===== src/rtl/sdram_arb_pkg.sv =====
// ============================================================================
// sdram_arb_pkg : shared types and constants for the two-client SDRAM arbiter
// Rev 1.0
// ============================================================================
`default_nettype none

package sdram_arb_pkg;

  typedef enum logic [1:0] {
    IDLE  = 2'd0,
    ISSUE = 2'd1,
    DRAIN = 2'd2
  } state_t;

  localparam int CALL_WR = 1;
  localparam int CALL_RD = 0;
  localparam int DATA_W  = 16;

  // Last-served encoding: 1 means client B was served most recently.
  localparam logic LAST_A = 1'b0;
  localparam logic LAST_B = 1'b1;

  function automatic logic [1:0] opToCall(input logic isWrite);
    logic [1:0] call;
    call = 2'b00;
    if (isWrite) call[CALL_WR] = 1'b1;
    else         call[CALL_RD] = 1'b1;
    return call;
  endfunction

endpackage

`default_nettype wire


===== src/rtl/sdram_arbselmod.sv =====
// ============================================================================
// sdram_arbselmod : one-hot grant selection between clients A and B
// Rev 1.0
// ============================================================================
`default_nettype none

module sdram_arbselmod
  import sdram_arb_pkg::*;
(
  input  logic       reqA,
  input  logic       reqB,
  input  logic       lastServed,
  output logic [1:0] grant
);

  // On a tie the client that was not served last wins.
  always_comb begin
    grant = 2'b00;
    if (reqA && reqB)
      grant = (lastServed == LAST_B) ? 2'b01 : 2'b10;
    else if (reqA)
      grant = 2'b01;
    else if (reqB)
      grant = 2'b10;
  end

endmodule

`default_nettype wire


===== src/rtl/sdram_arbmod.sv =====
// ============================================================================
// sdram_arbmod : two-client arbiter in front of an SDRAM base module.
// Round-robin tie-break when SDRAM_ARB_RR_EN is defined, else A always wins.
// Rev 1.0
// ============================================================================
`default_nettype none

module sdram_arbmod
  import sdram_arb_pkg::*;
(
  input  logic              CLOCK,
  input  logic              RESET,
  input  logic [1:0]        iCallA,
  input  logic [1:0]        iCallB,
  output logic [1:0]        oDoneA,
  output logic [1:0]        oDoneB,
  input  logic [DATA_W-1:0] iDataA,
  input  logic [DATA_W-1:0] iDataB,
  output logic [DATA_W-1:0] oDataA,
  output logic [DATA_W-1:0] oDataB,
  output logic [1:0]        oTagA,
  output logic [1:0]        oTagB,
  output logic [1:0]        oCall,
  input  logic [1:0]        iDone,
  input  logic [1:0]        iTag,
  output logic [DATA_W-1:0] oData,
  input  logic [DATA_W-1:0] iData,
  output logic [1:0]        oGrant
);

  state_t     rState;
  logic [1:0] rGrant;
  logic [1:0] rCall;
  logic [1:0] rDoneA;
  logic [1:0] rDoneB;

  logic       wReqA;
  logic       wReqB;
  logic       wLastServed;
  logic [1:0] wSel;
  logic [1:0] wOwnerCall;
  logic       wOpDone;

  assign wReqA = |iCallA;
  assign wReqB = |iCallB;

`ifdef SDRAM_ARB_RR_EN
  logic rLastServed;

  always_ff @(posedge CLOCK) begin
    if (RESET)
      rLastServed <= LAST_B;
    else if (rState == IDLE && wSel != 2'b00)
      rLastServed <= wSel[1] ? LAST_B : LAST_A;
  end

  assign wLastServed = rLastServed;
`else
  // Pinning last-served to B makes every tie resolve to A.
  assign wLastServed = LAST_B;
`endif

  sdram_arbselmod uSel (
    .reqA       (wReqA),
    .reqB       (wReqB),
    .lastServed (wLastServed),
    .grant      (wSel)
  );

  assign wOwnerCall = wSel[1] ? iCallB : iCallA;
  // rCall is one-hot on the latched op throughout ISSUE, so it masks iDone.
  assign wOpDone    = (rCall & iDone) != 2'b00;

  always_ff @(posedge CLOCK) begin
    if (RESET) begin
      rState <= IDLE;
      rGrant <= 2'b00;
      rCall  <= 2'b00;
      rDoneA <= 2'b00;
      rDoneB <= 2'b00;
    end else begin
      rDoneA <= 2'b00;
      rDoneB <= 2'b00;
      case (rState)
        IDLE: begin
          if (wSel != 2'b00) begin
            rGrant <= wSel;
            rCall  <= opToCall(wOwnerCall[CALL_WR]);
            rState <= ISSUE;
          end
        end
        ISSUE: begin
          if (wOpDone) begin
            rCall  <= 2'b00;
            rDoneA <= rGrant[0] ? rCall : 2'b00;
            rDoneB <= rGrant[1] ? rCall : 2'b00;
            rState <= DRAIN;
          end
        end
        DRAIN: begin
          rGrant <= 2'b00;
          rState <= IDLE;
        end
        default: begin
          rGrant <= 2'b00;
          rCall  <= 2'b00;
          rState <= IDLE;
        end
      endcase
    end
  end

  assign oCall  = rCall;
  assign oGrant = rGrant;
  assign oDoneA = rDoneA;
  assign oDoneB = rDoneB;
  assign oDataA = iData;
  assign oDataB = iData;
  assign oTagA  = rGrant[0] ? iTag : 2'b00;
  assign oTagB  = rGrant[1] ? iTag : 2'b00;
  assign oData  = (rState == ISSUE) ? (rGrant[1] ? iDataB : iDataA) : '0;

endmodule

`default_nettype wire

===== config.mk =====
export PLATFORM = sky130hd
export DESIGN_NAME = sdram_arbmod
export DESIGN_NICKNAME = d
export VERILOG_FILES = /design/src/rtl/sdram_arb_pkg.sv /design/src/rtl/sdram_arbselmod.sv /design/src/rtl/sdram_arbmod.sv
export SDC_FILE = /design/constraint.sdc
export NUM_CORES = 1
export LEC_CHECK = 0
export ABC_AREA = 1
export CORE_AREA = 2 2 61 63
export CTS_CLUSTER_SIZE = 16
export DETAILED_ROUTE_END_ITERATION = 10
export DIE_AREA = 0 0 63 65
export PLACE_DENSITY_LB_ADDON = 0.05
export REMOVE_ABC_BUFFERS = 1
export SETUP_SLACK_MARGIN = 0.1
export SLEW_MARGIN = 5
export SYNTH_ARGS = -nofsm -noshare
export SYNTH_HDL_FRONTEND = slang
export SYNTH_SLANG_ARGS = --single-unit
export TNS_END_PERCENT = 100

===== constraint.sdc =====
create_clock -name CLOCK -period 1.75 [get_ports CLOCK]
set_clock_uncertainty 0.05 [all_clocks]
set_input_delay 0.35 -clock CLOCK [delete_from_list [all_inputs] [get_ports CLOCK]]
set_output_delay 0.35 -clock CLOCK [all_outputs]
set_load 0.01 [all_outputs]

# --- Yosys cells after proc, flatten, opt, wreduce, memory -nomap -nowiden ---
# Cells that the tools add are included.
word_totals:
  out_inout_bits: 60
  input_bits: 58
  wordCells: 44
  reg_bits: 10
classes:
  n_bitwise: 6
  n_reduce_logical: 11
  muxes: 18
  eq_ne: 4
op_table:
  columns: ["cell", "count"]
  rows:
  - ["two-way mux 16 bit", 2]
  - ["two-way mux 2 bit", 11]
  - ["one-hot mux 2 bit (2 select lines)", 2]
  - ["OR reduction 4 bit", 2]
  - ["one-hot mux 2 bit (3 select lines)", 1]
  - ["inverter 1 bit", 5]
  - ["inequality test 2 bit, second input constant", 2]
  - ["AND reduction 2 bit", 2]
  - ["nonzero test 2 bit", 2]
  - ["OR reduction 2 bit", 2]
  - ["AND reduction 3 bit", 1]
  - ["bitwise AND 2 bit", 1]
  - ["equality test 2 x 1 -> 1 bit, second input constant", 1]
  - ["equality test 2 bit, second input constant", 1]
  - ["zero test 2 bit", 1]
  - ["two-way mux 1 bit", 2]
  - ["logical AND 1 bit", 1]

# --- Depth between registers and ports, before layout ---
logic_depth:
  word_depth: 8
  ltp_mapped: 6
  mapped_depth_nobuf: 6

# --- Hierarchy ---
# Synthesis repeated with hierarchy kept, for this count alone.
unflattened:
  cells_unflattened: 165
  area_unflattened_um2: 979.7
by_module_without_submodules:
  columns: ["module", "area_per_inst_um2", "seq_area_each_um2", "cells_each", "instances"]
  rows:
  - ["sdram_arbmod", 958.4, 200.2, 160, 1]
  - ["sdram_arbselmod", 21.3, 0.0, 5, 1]

# --- Worst setup path before layout ---
# OpenSTA, ideal clock, no wires.
synth_timing:
  path_type: "register to output"
  from: "register rGrant[1], in the netlist oGrant[1]"
  to: "output oData[10]"
  n_path_buf: 2
  path_stages_with_launch: 5
  t_arrival_ns: 1.049
  setup_slack_ns: 0.301
  path_cell_list: "dfxtp_1 buf_2 buf_2 nand2_1 a21oi_1"
synth_between:
  elab_chain_cells: 2
synth_rtl:
  columns: ["item", "line", "rtl"]
  rows:
  - ["from (decl)", "sdram_arbmod.sv:32", "logic [1:0] rGrant;"]
  - ["from (signal assigned)", "sdram_arbmod.sv:87", "rGrant <= wSel;"]
  - ["two-way mux 16 bit (2 in a row)", "sdram_arbmod.sv:121", "assign oData = (rState == ISSUE) ? (rGrant[1] ? iDataB : iDataA) : '0;"]
  - ["to (decl)", "sdram_arbmod.sv:26", "output logic [DATA_W-1:0] oData,"]
# Every way passes these cells.

# --- Final worst setup path ---
layout_timing:
  from: "register rState[0]"
  to: "output oData[14]"
layout_between:
  elab_chain_cells: 2
layout_rtl:
  columns: ["item", "line", "rtl"]
  rows:
  - ["from (decl)", "sdram_arbmod.sv:31", "state_t rState;"]
  - ["from (signal assigned)", "sdram_arbmod.sv:76", "rState <= IDLE;"]
  - ["from (signal assigned)", "sdram_arbmod.sv:89", "rState <= ISSUE;"]
  - ["from (signal assigned)", "sdram_arbmod.sv:97", "rState <= DRAIN;"]
  - ["equality test 2 x 1 -> 1 bit", "sdram_arbmod.sv:121", null]
  - ["two-way mux 16 bit", "sdram_arbmod.sv:121", null]
# Every way passes these cells.

==> impl_metrics.yaml <==
status:
  outcome: "completed"
drt:
  detail-route-antenna-nets: 0
  drtPass1Iterations: 4
  vias: 1024
  drc: 0
  detail_route.wl_per_cell_um: 13.1
  vias_per_cell: 4.21
  drt_iter0_markers: 23
  drt-total-wl_mm: 3.19
final_layout:
  antenna_cells: 0
  final_cell_mix: "51 x nand2_1, 48 x clkdlybuf4s50_1, 17 x a21oi_1"
  layout.cells.most_common: "nand2_1"
  num-fill-cells: 387
  syn_to_final_growth_pct: 60.8
  drive_above_1_share_pct: 22.6
  nets: 255
  final_util_pct: 42.4
  instances_no_fill: 243
synthesis:
  synth-seq-cells: 10
  syn-instance-count: 147
  ys_types: 17
  avgSynthCellArea_um2: 6.27
  yosys_warnings: 0
  yosysSeqAreaShare_pct: 21.7
  synthesis.area_um2: 922
placement:
  place_congestion: 0.741
  dpl.hpwl_mm: 2.54
  io_buffers: 69
  pre_cts_ws_ps: -219
  dp.cells: 234
timing:
  slew_headroom_pct: 84.2
  setup_ws_ps: 99.0
  hold_viol_final: 0
  fmax_mhz: 606
  tightestPinTransition_ps: 237
  fin_crit_sh_pct: 94.3
  post-route-min-period_ps: 1650
  rsz0062_at_grt: "yes"
  finalSetupViolCount: 0
  drv_slew: 0
pwr:
  clkPwrFrac_pct: 21.3
  power_frac_seq_pct: 33.7
  p_per_area_mw_per_mm2: 502
  fin_total_pwr_w: 0.000744
  power_leakage_nw: 0.716
  comb_power_share_pct: 45.0
  internal_power_w: 0.000509
  ir_worst_vdd_v: 0.000133
  swShare_pct: 31.6
  power_switching_w: 0.000235
global_route:
  grt_overflow: 0
  grt.total_usage_pct: 15.4
  antenna_found_initial: 0
  grt_start_max_net_pins: 21
  grt_pass1_wl_mm: 4.83
  grt_pass1_vias: 1012
clocking:
  cts_buffers: 3
  cts_max_level: 1
  clockBufferDepth: 2
  insertion_delay_ps: 260
  clock-root-buffer: "clkbuf_4"
  tritoncts: "yes"
  cts-hold-fix-buffers: 0
  clkTransAtPathRegs_ps: 70
  clock-sinks: 10
setup_path:
  slowest_stage: "dfxtp_2"
  cp_data_arrival_time_ps: 1250
  cp.required_ps: 1350
  end_kind: "primary output"
  crit_chain: "inv_1, nor2_4, inv_6, buf_4, a21oi_1, buf_2"
  cp-start-kind: "register"
  crit_type: "reg -> out"
  cp_num_buf_inv: 4
  critPathTopFamily: "buffers and inverters"
  critPathMaxFanout: 10
  max_stage_delay_ps: 320
die:
  dieArea_mm2: 0.00410
  die_h_um: 65
  row_count: 22
  core_area_mm2: 0.00350
  start_util_pct: 26.4
  die_w_um: 63
  boundaryPins: 118
run:
  max_cap_violations: 0
worst_hold_path:
  min_path_type: "reg -> reg"
## flip-flops by register name (all words and copies together), names as in the netlist
register  count
oCall         2
oDoneA        2
oDoneB        2
oGrant        2
rState        2
## layer usage
metal,global-route usage (%),part of all wire [%],wire [µm]
met2,23.8,46,1480
met1,18.9,42,1340
met3,6.94,11,347
met5,4.17,0,0
met4,4.17,0.60,19
## synthesized netlist by cell type
cell type  number  share of area, %
nand2_1        51                21
buf_4          32                26
a21oi_1        21                11
inv_1          13               5.3
dfxtp_1        10                22
buf_2           3               1.6
nor2_1          3               1.2
nor3_1          3               1.6
nand3_1         2               1.1
nor2_4          2               2.4
buf_6           1               1.2
clkinv_1        1              0.41
inv_2           1              0.41
nand3_2         1               1.1
nand3_4         1               1.9
nand4_1         1              0.68
nor3_2          1               1.1
## timing repair
action | CTS | global route
gates resized for setup | 69 | 9
pin swaps | 1 | 1
setup buffers | 5 | 1
setup endpoints to repair | 22 | 14
## power groups by stage
stage	registers, W	logic (W)	clock network, W
floorplan	0.000261	0.000112	0
global placement	0.000255	0.000339	0
detailed placement	0.000255	0.000341	0
CTS	0.000251	0.000333	0.000164
global route	0.000252	0.000370	0.000175
finish	0.000251	0.000335	0.000158
## path summary, 6_finish.rpt
check                           startpoint        end  slack (ps)  cells after the start
worst max-delay path             rState[0]  oData[14]         100                      6
worst min-delay path             oGrant[0]  oGrant[0]         450                      2
worst max register to register   rState[0]  oDoneB[1]         450                      7
worst min register to register   oGrant[0]  oGrant[0]         450                      2
## area by class of cell
cell class	count	area [µm²]	share of cell area (%)
Clock buffer	3	22.5	1.52
Inverter	15	61.3	4.14
Multi-Input combinational cell	86	414	27.9
Sequential cell	10	204	13.8
Tap cell	48	60.1	4.05
Timing Repair Buffer	81	721	48.6
## through the flow
step | cell area [µm²] | hold slack (ps) | setup TNS [ps]
after global routing | 1480 | 483 | 0
after floorplan | 656 | 369 | -184
after global placement | 1480 | 448 | -3480
final | 1480 | 452 | 0
after detailed placement | 1480 | 451 | -3580
after CTS | 1470 | 459 | 0
## logic make-up (layout without fill, tap and decap cells)
group | Yosys count | in the layout | share of synthesized area [%]
and+or+nand+nor | 65 | 65 | 31.9
AOI/OAI and AO/OA | 21 | 21 | 11.4
buffers and inverters | 51 | 99 | 35.0
DFF | 10 | 10 | 21.7
## worst reg2reg max path, stage by stage, from the launching register on
cell	delay, ps
dfxtp_2	320
inv_1	60
nor2_4	130
buf_4	130
buf_4	90
buf_4	90
nand3_1	160
nor3_1	180
Note: power is estimated with default switching activity, not from simulation.
